## src/rtl/dma_row_writer.sv

```systemverilog
// dma_row_writer
//   Accepts decompressed rows over a valid/ready handshake and writes each row
//   into block RAM as WORDS = ROW_W/BLK_W consecutive BLK_W-bit words. The
//   least-significant block goes first. Row start addresses advance by a
//   programmable stride from a programmable base address. The row count,
//   base and stride are captured when a transfer starts.
//
//   Optional feature (macro DMA_SKIP_ZERO_EN): all-zero blocks suppress the
//   RAM enable/write strobe for their cycle. The address sequence and timing
//   are unchanged.
//
//   Ports
//     clk, rst           clock (rising edge), asynchronous active-low reset
//     start              one-cycle transfer request, sampled only when idle
//     base_addr          first RAM address (captured on start)
//     row_stride         address distance between row starts (captured on start)
//     num_rows           number of rows to transfer (captured on start)
//     row_in/row_valid   incoming row and its valid flag
//     row_ready          high while waiting for the next row
//     ram_enable/write   RAM strobes, high only on write cycles
//     ram_address        RAM address (holds its last value between writes)
//     output_to_ram      RAM write data (holds its last value between writes)
//     busy               transfer in progress
//     row_done           one-cycle pulse after the last write of each row
//     done               one-cycle pulse ending the transfer
module dma_row_writer #(
    parameter int ROW_W  = 16,
    parameter int BLK_W  = 4,
    parameter int ADDR_W = 16,
    parameter int CNT_W  = 8
) (
    input  logic              clk,
    input  logic              rst,
    input  logic              start,
    input  logic [ADDR_W-1:0] base_addr,
    input  logic [ADDR_W-1:0] row_stride,
    input  logic [CNT_W-1:0]  num_rows,
    input  logic [ROW_W-1:0]  row_in,
    input  logic              row_valid,
    output logic              row_ready,
    output logic              ram_enable,
    output logic              ram_write,
    output logic [ADDR_W-1:0] ram_address,
    output logic [BLK_W-1:0]  output_to_ram,
    output logic              busy,
    output logic              row_done,
    output logic              done
);

    localparam int WORDS = ROW_W / BLK_W;
    localparam int JW    = (WORDS > 1) ? $clog2(WORDS) : 1;
    localparam logic [JW-1:0] J_LAST = JW'(WORDS - 1);

    typedef enum logic [1:0] {IDLE, WAIT_ROW, WRITE, FINISH} state_t;

    state_t              state_q, state_d;
    logic [ADDR_W-1:0]   stride_q, stride_d;
    logic [CNT_W-1:0]    nrows_q, nrows_d;
    logic [ADDR_W-1:0]   row_base_q, row_base_d;
    logic [CNT_W-1:0]    r_q, r_d;
    logic [JW-1:0]       j_q, j_d;
    logic [ROW_W-1:0]    shift_q, shift_d;
    logic                row_ready_q, row_ready_d;
    logic                wr_q, wr_d;
    logic [ADDR_W-1:0]   addr_q, addr_d;
    logic [BLK_W-1:0]    data_q, data_d;
    logic                busy_q, busy_d;
    logic                row_done_q, row_done_d;
    logic                done_q, done_d;

    logic [JW-1:0]       j_inc;
    logic [CNT_W-1:0]    r_inc;

    assign j_inc = j_q + 1'b1;
    assign r_inc = r_q + 1'b1;

    // Every output is a flop; the *_d values describe what the outputs must
    // show in the state being entered, so they are derived from state_d.
    always_comb begin
        state_d    = state_q;
        stride_d   = stride_q;
        nrows_d    = nrows_q;
        row_base_d = row_base_q;
        r_d        = r_q;
        j_d        = j_q;
        shift_d    = shift_q;
        addr_d     = addr_q;
        data_d     = data_q;
        wr_d       = 1'b0;
        row_done_d = 1'b0;
        done_d     = 1'b0;

        case (state_q)
            IDLE: begin
                if (start) begin
                    stride_d   = row_stride;
                    nrows_d    = num_rows;
                    row_base_d = base_addr;
                    r_d        = '0;
                    j_d        = '0;
                    if (num_rows == '0) begin
                        state_d = FINISH;
                        done_d  = 1'b1;
                    end else begin
                        state_d = WAIT_ROW;
                    end
                end
            end

            WAIT_ROW: begin
                // Word 0 is presented straight from row_in on the handshake;
                // the shift register keeps the remaining words.
                if (row_valid) begin
                    state_d = WRITE;
                    addr_d  = row_base_q;
                    data_d  = row_in[BLK_W-1:0];
                    shift_d = row_in >> BLK_W;
                    j_d     = '0;
                    wr_d    = 1'b1;
                end
            end

            WRITE: begin
                if (j_q == J_LAST) begin
                    row_done_d = 1'b1;
                    r_d        = r_inc;
                    row_base_d = row_base_q + stride_q;
                    j_d        = '0;
                    if (r_inc == nrows_q) begin
                        state_d = FINISH;
                        done_d  = 1'b1;
                    end else begin
                        state_d = WAIT_ROW;
                    end
                end else begin
                    j_d     = j_inc;
                    addr_d  = row_base_q + ADDR_W'(j_inc);
                    data_d  = shift_q[BLK_W-1:0];
                    shift_d = shift_q >> BLK_W;
                    wr_d    = 1'b1;
                end
            end

            FINISH: begin
                state_d = IDLE;
            end

            default: begin
                state_d = IDLE;
            end
        endcase

`ifdef DMA_SKIP_ZERO_EN
        if (data_d == '0) begin
            wr_d = 1'b0;
        end
`endif

        row_ready_d = (state_d == WAIT_ROW);
        busy_d      = (state_d == WAIT_ROW) || (state_d == WRITE);
    end

    always_ff @(posedge clk or negedge rst) begin
        if (!rst) begin
            state_q     <= IDLE;
            stride_q    <= '0;
            nrows_q     <= '0;
            row_base_q  <= '0;
            r_q         <= '0;
            j_q         <= '0;
            shift_q     <= '0;
            row_ready_q <= 1'b0;
            wr_q        <= 1'b0;
            addr_q      <= '0;
            data_q      <= '0;
            busy_q      <= 1'b0;
            row_done_q  <= 1'b0;
            done_q      <= 1'b0;
        end else begin
            state_q     <= state_d;
            stride_q    <= stride_d;
            nrows_q     <= nrows_d;
            row_base_q  <= row_base_d;
            r_q         <= r_d;
            j_q         <= j_d;
            shift_q     <= shift_d;
            row_ready_q <= row_ready_d;
            wr_q        <= wr_d;
            addr_q      <= addr_d;
            data_q      <= data_d;
            busy_q      <= busy_d;
            row_done_q  <= row_done_d;
            done_q      <= done_d;
        end
    end

    assign row_ready     = row_ready_q;
    assign ram_enable    = wr_q;
    assign ram_write     = wr_q;
    assign ram_address   = addr_q;
    assign output_to_ram = data_q;
    assign busy          = busy_q;
    assign row_done      = row_done_q;
    assign done          = done_q;

endmodule

```

## config.mk

```make
export PLATFORM = sky130hd
export DESIGN_NAME = dma_row_writer
export DESIGN_NICKNAME = d
export VERILOG_FILES = /design/src/rtl/dma_row_writer.sv
export SDC_FILE = /design/constraint.sdc
export NUM_CORES = 1
export LEC_CHECK = 0
export CAP_MARGIN = 25
export CORE_UTILIZATION = 65
export CTS_CLUSTER_SIZE = 30
export DETAILED_ROUTE_END_ITERATION = 6
export DONT_BUFFER_PORTS = 1
export GPL_TIMING_DRIVEN = 0
export PLACE_DENSITY = 0.92
export SYNTH_ARGS = -nofsm -noshare
export SYNTH_HDL_FRONTEND = slang
export SYNTH_SLANG_ARGS = --single-unit
```

## constraint.sdc

```tcl
create_clock -name clk -period 4.52 [get_ports clk]
set_input_delay 0.904 -clock clk [delete_from_list [all_inputs] [get_ports clk]]
set_output_delay 0.904 -clock clk [all_outputs]
set_load 0.05 [all_outputs]
```

== Word-level counts from Yosys, hierarchy flattened ==
Cells that the tools add are included.

* Register bits: 93
* Output and inout bits: 26
* Bits of input ports: 60

* Add/sub/neg operators: 4
* Multiplexer cells: 35
* Equal/unequal tests: 11
* Reductions and logical operators: 10

{| class="wikitable"
|+ Operators with widths
! operator !! count
|-
| 2-to-1 mux 16 bit || 6
|-
| case mux 16 bit (2 select lines) || 3
|-
| adder 16 bit || 1
|-
| adder 16 x 2 -> 16 bit || 1
|-
| 2-to-1 mux 2 bit || 8
|-
| 2-to-1 mux 8 bit || 2
|-
| case mux 8 bit (2 select lines) || 1
|-
| AND reduction 3 bit || 3
|-
| adder 8 x 1 -> 8 bit, second input constant || 1
|-
| equality test 2 bit, second input constant || 4
|-
| equality test 8 bit || 1
|-
| zero test 8 bit || 1
|-
| 2-to-1 mux 1 bit || 8
|-
| 2-to-1 mux 4 bit || 2
|-
| inequality test 2 bit, second input constant || 4
|-
| case mux 2 bit (4 select lines) || 1
|-
| case mux 4 bit (2 select lines) || 1
|-
| case mux 2 bit (3 select lines) || 1
|-
| equality test 2 x 1 -> 1 bit, second input constant || 2
|-
| case mux 1 bit (2 select lines) || 2
|-
| nonzero test 2 bit || 2
|-
| nonzero test 3 bit || 1
|-
| adder 2 x 1 -> 2 bit, second input constant || 1
|-
| zero test 2 bit || 1
|-
| 2 further kinds || 2
|}

== Depth between registers and ports, before layout ==
* Depth after elaboration: 7
* Gate-level depth with buffers: 11

== Worst setup path before layout ==
Ideal clock, no wire load.

* Kind: input-to-reg
* Start point: input start
* End point: register r_q[4]
* Library setup time: 0.130 ns
* Path slack: 2.117 ns
* Stages on the path: 8
* Data arrival time: 2.274 ns
* Required time: 4.390 ns
* Cell sequence: clkbuf_1 -> nand2b_1 -> nand2_1 -> or2_2 -> clkbuf_1 -> clkbuf_1 -> o21ai_0 -> o31ai_1

* Cells in the longest elaborated chain, start to end: 2

{| class="wikitable"
|+ Ends and longest elaborated chain
! what !! RTL line !! source
|-
| start: declaration || 34 || <nowiki>input logic start,</nowiki>
|-
| inequality test 2 bit (no line) || - ||
|-
| AND reduction 3 bit (no line) || - ||
|-
| end signal: assignment || 184 || <nowiki>r_q <= r_d;</nowiki>
|-
| end: declaration || 60 || <nowiki>logic [CNT_W-1:0] r_q, r_d;</nowiki>
|}

Every way passes these cells.
A chain may end at the register's enable or synchronous reset.

== Final worst setup path ==
* Start point: register state_q[0]
* End point: register busy_q, in the netlist busy

* Cells in the longest elaborated chain, start to end: 4
* Elaborated cells between the ends (all ways): 11

{| class="wikitable"
|+ Ends and longest elaborated chain
! what !! RTL line !! source
|-
| start: declaration || 56 || <nowiki>state_t state_q, state_d;</nowiki>
|-
| start signal: assignment || 180 || <nowiki>state_q <= state_d;</nowiki>
|-
| equality test 2 bit (tied with other cells) || 93 || <nowiki>case (state_q)</nowiki>
|-
| case mux 2 bit (4 select lines) * || 93 ||
|-
| equality test 2 x 1 -> 1 bit / equality test 2 bit (equally long branches) || 160 || <nowiki>busy_d = (state_d == WAIT_ROW) || (state_d == WRITE);</nowiki>
|-
| logical OR 1 bit * || 160 ||
|-
| named net busy_d || 67 || <nowiki>logic busy_q, busy_d;</nowiki>
|-
| end signal: assignment || 191 || <nowiki>busy_q <= busy_d;</nowiki>
|-
| end: declaration || 67 ||
|}

The timed path passes the listed nets; every way through them passes the cells marked *.

==> metrics.yaml <==
critPathMaxStageDelay_ps: 410
netlist_area_um2: 4990
clock_path_buffers: 2
die_h_um: 89.6
post_cts_resized: 0
seqPwrFrac_pct: 37.8
setup_tns_ps: 0
grt_max_degree: 90
power.share.combinational_pct: 47.3
placed_area_um2: 5110
tritoncts: "built"
relSlewSlack_pct: 44.8
tightest_slew_ps: 827
synth-warning-count: 0
ys_seq_elements: 89
cp_max_fo: 10
register_area_um2: 2230
cp_num_buf_inv: 3
crit_arrival_ps: 3130
synth_top_area_cell: "dfrtp_1"
drv_slew: 0
whs_ps: 227
drt_iter0_markers: 291
ys_seq_area_share_pct: 44.6
port_buffers: 0
critPathSlowestCell: "dfrtp_1"
rrSetupSlack_ps: 1650
wl_per_cell_um: 18.9
routed_wl_um: 11900
cp.depth: 11
status: "complete, no violations"
p_per_area_nw_per_um2: 892
rsz0062_at_grt: "no"
leakagePower_uw: 0.00233
postRouteAntennaNets: 0
die_width_um: 89.6
coreArea_um2: 7330
hold_viol: 0
fin_skew_ps: 12.8
reg2reg_from: "state_q[0]$_DFF_PN0_"
crit_type: "reg -> reg"
sw_frac_of_total_pct: 47.6
r2r_end: "busy$_DFF_PN0_"
ff2ff_path_depth: 11
synth.area.top_cells: "dfrtp_1, o21ai_0, ha_1"
row_count: 31
initial_core_util_pct: 68.0
synthCells: 513
cp_data_required_time_ps: 4770
synth_nets: 598
syn2layout_area_growth_pct: 7.85
grt_pass1_wl_um: 18600
viasPerCell: 6.48
hp-class: "in -> async"
nets: 609
endpoint: "busy$_DFF_PN0_"
drive_above_1_share_pct: 9.07
crit_start: "state_q[0]$_DFF_PN0_"
drt-pass1-iter-count: 5
path_cells: "inv_1 -> ha_1 -> clkbuf_1 -> nand2_1 -> nor3_1 -> nand3_1 -> a2111oi_2 -> nor2_1 -> o221a_1 -> ha_1 -> inv_1"
avgSynthCellArea_um2: 9.72
cts_inserted_buffers: 9
cts_setup_buffers: 0
grt_usage_pct: 31.4
synth_edf_count: 0
cts_root_buffer: "clkbuf_8"
p_sw_uw: 2280
postLayoutCoreUtil_pct: 73.4
num_vias: 4075
final_cell_area_um2: 5380
clkPwrFrac_pct: 15.0
postCtsHoldBufs: 0
fillers: 522
dp_hpwl_um: 8690
crit_path_start_kind: "flop"
min_period_over_period_pct: 63.5
grt_pass1_vias: 3848
path_clk_slew_ps: 100
cp-end-kind: "flop"
io_pins: 86
antenna_found_initial: 0
synth_top_area_share_pct: 44.6
synth_cell_type_count: 54
overflow: 0
cts.htree.levels: 3
cts_sinks: 89
fmax_ghz: 0.348
clock_latency_ps: 360
dieArea_um2: 8030
multiInputGateArea_um2: 2610
setup_violations: 0
async_flop_share_pct: 100
crit_family: "simple AND/OR/NAND/NOR gates"
gp_congestion: 0.964
ir_drop_uv: 535
synth-main-ff-cell: "dfrtp_1"
period_needed_ps: 2870
drc: 0
p_int_uw: 2510
drv_cap: 0
area by class of cell:
class	count	area share, %
inverters	15	1.05
multi-input cells	386	48.5
clock inverters	7	2.63
diodes	1	0.0465
clock buffers	9	2.30
well taps	99	2.30
plain buffers	23	1.81
flip-flops and latches	89	41.4
cell usage in the layout, fill, tap and decap left out, types with 9 or more instances in the layout:
cell / instances
ha_1: 23
nand3_1: 9
and3_1: 9
nand2_1: 71
nor2_1: 28
mux2_2: 24
mux2i_1: 18
inv_1: 15
clkbuf_8: 9
o21ai_0: 59
xor2_1: 21
clkbuf_1: 20
a21oi_1: 24
xnor2_1: 15
dfrtp_1: 89
a21o_1: 9
how the worst min path moves through the flow:
stage / endpoint / cells after the start / slack (ps) / startpoint
floorplan: shift_q[0]$_DFFE_PN0P_ / 2 / 450 / shift_q[0]$_DFFE_PN0P_
global placement: shift_q[2]$_DFFE_PN0P_ / 2 / 460 / shift_q[2]$_DFFE_PN0P_
detailed placement: shift_q[1]$_DFFE_PN0P_ / 2 / 480 / shift_q[1]$_DFFE_PN0P_
CTS: done$_DFF_PN0_ / 0 / 220 / rst
global route: nrows_q[6]$_DFFE_PN0P_ / 0 / 210 / rst
finish: nrows_q[6]$_DFFE_PN0P_ / 0 / 230 / rst
per-layer routing:
layer / vias to the layer above / track usage, % / wire length (um) / part of all wire [%]
met4: 0 / 12.4 / 344 / 2.9
met3: 31 / 6.67 / 1160 / 9.7
met5: - / 0 / 0 / 0
met2: 228 / 51.7 / 5670 / 48
met1: 1958 / 40.9 / 4720 / 40
li1: 1858 / - / - / -
worst register-to-register path, stage by stage (launching register included):
cell and delay, ps:
dfrtp_1 410, inv_1 120, ha_1 190, clkbuf_1 380, nand2_1 240, nor3_1 240, nand3_1 120, a2111oi_2 400
nor2_1 120, o221a_1 260, ha_1 270, inv_1 40
power groups by stage:
stage / sequential, uW / clock [uW] / combinational [uW]
floorplan: 1710 / 0 / 1760
finish: 1810 / 717 / 2270
CTS: 1810 / 721 / 2230
global placement: 1800 / 0 / 2090
global route: 1860 / 755 / 2520
detailed placement: 1820 / 0 / 2200
synth_stat cells (5+ instances only):
| library cell | number |
|---|---|
| inv_1 | 15 |
| mux2i_1 | 18 |
| nor2_1 | 28 |
| xnor2_1 | 15 |
| ha_1 | 23 |
| a22o_1 | 5 |
| o21ai_0 | 59 |
| dfrtp_1 | 89 |
| xor2_1 | 21 |
| clkbuf_1 | 20 |
| nand2_1 | 71 |
| mux2_2 | 24 |
| a21o_1 | 9 |
| and3_1 | 9 |
| a21oi_1 | 24 |
| nand4_1 | 7 |
| nand3_1 | 9 |
cells by family after synthesis:
family                   share of synthesized area (%)
adder cells (fa/ha/maj)                           6.57
AO/OA/AOI/OAI                                     15.9
multiplexers                                      9.03
flip-flops                                        44.6
AND/OR/NAND/NOR                                   14.5
XOR/XNOR                                          6.32
buffers and inverters                             3.08
sequential cells by signal, summed over array words and instances (netlist names), 2 cells and up:
name           flops
ram_address       16
output_to_ram      4
nrows_q            8
j_q                2
row_base_q        16
shift_q           12
stride_q          16
r_q                8
state_q            2
stage by stage:
step | std cells | total power (uW) | setup slack [ps]
floorplan | 513 | 3470 | 2120
global placement | 612 | 3890 | 1660
detailed placement | 612 | 4020 | 1590
CTS | 628 | 4760 | 1660
global route | 628 | 5140 | 1430
finish | 629 | 4800 | 1650
Note: power is estimated with default switching activity, not from simulation.
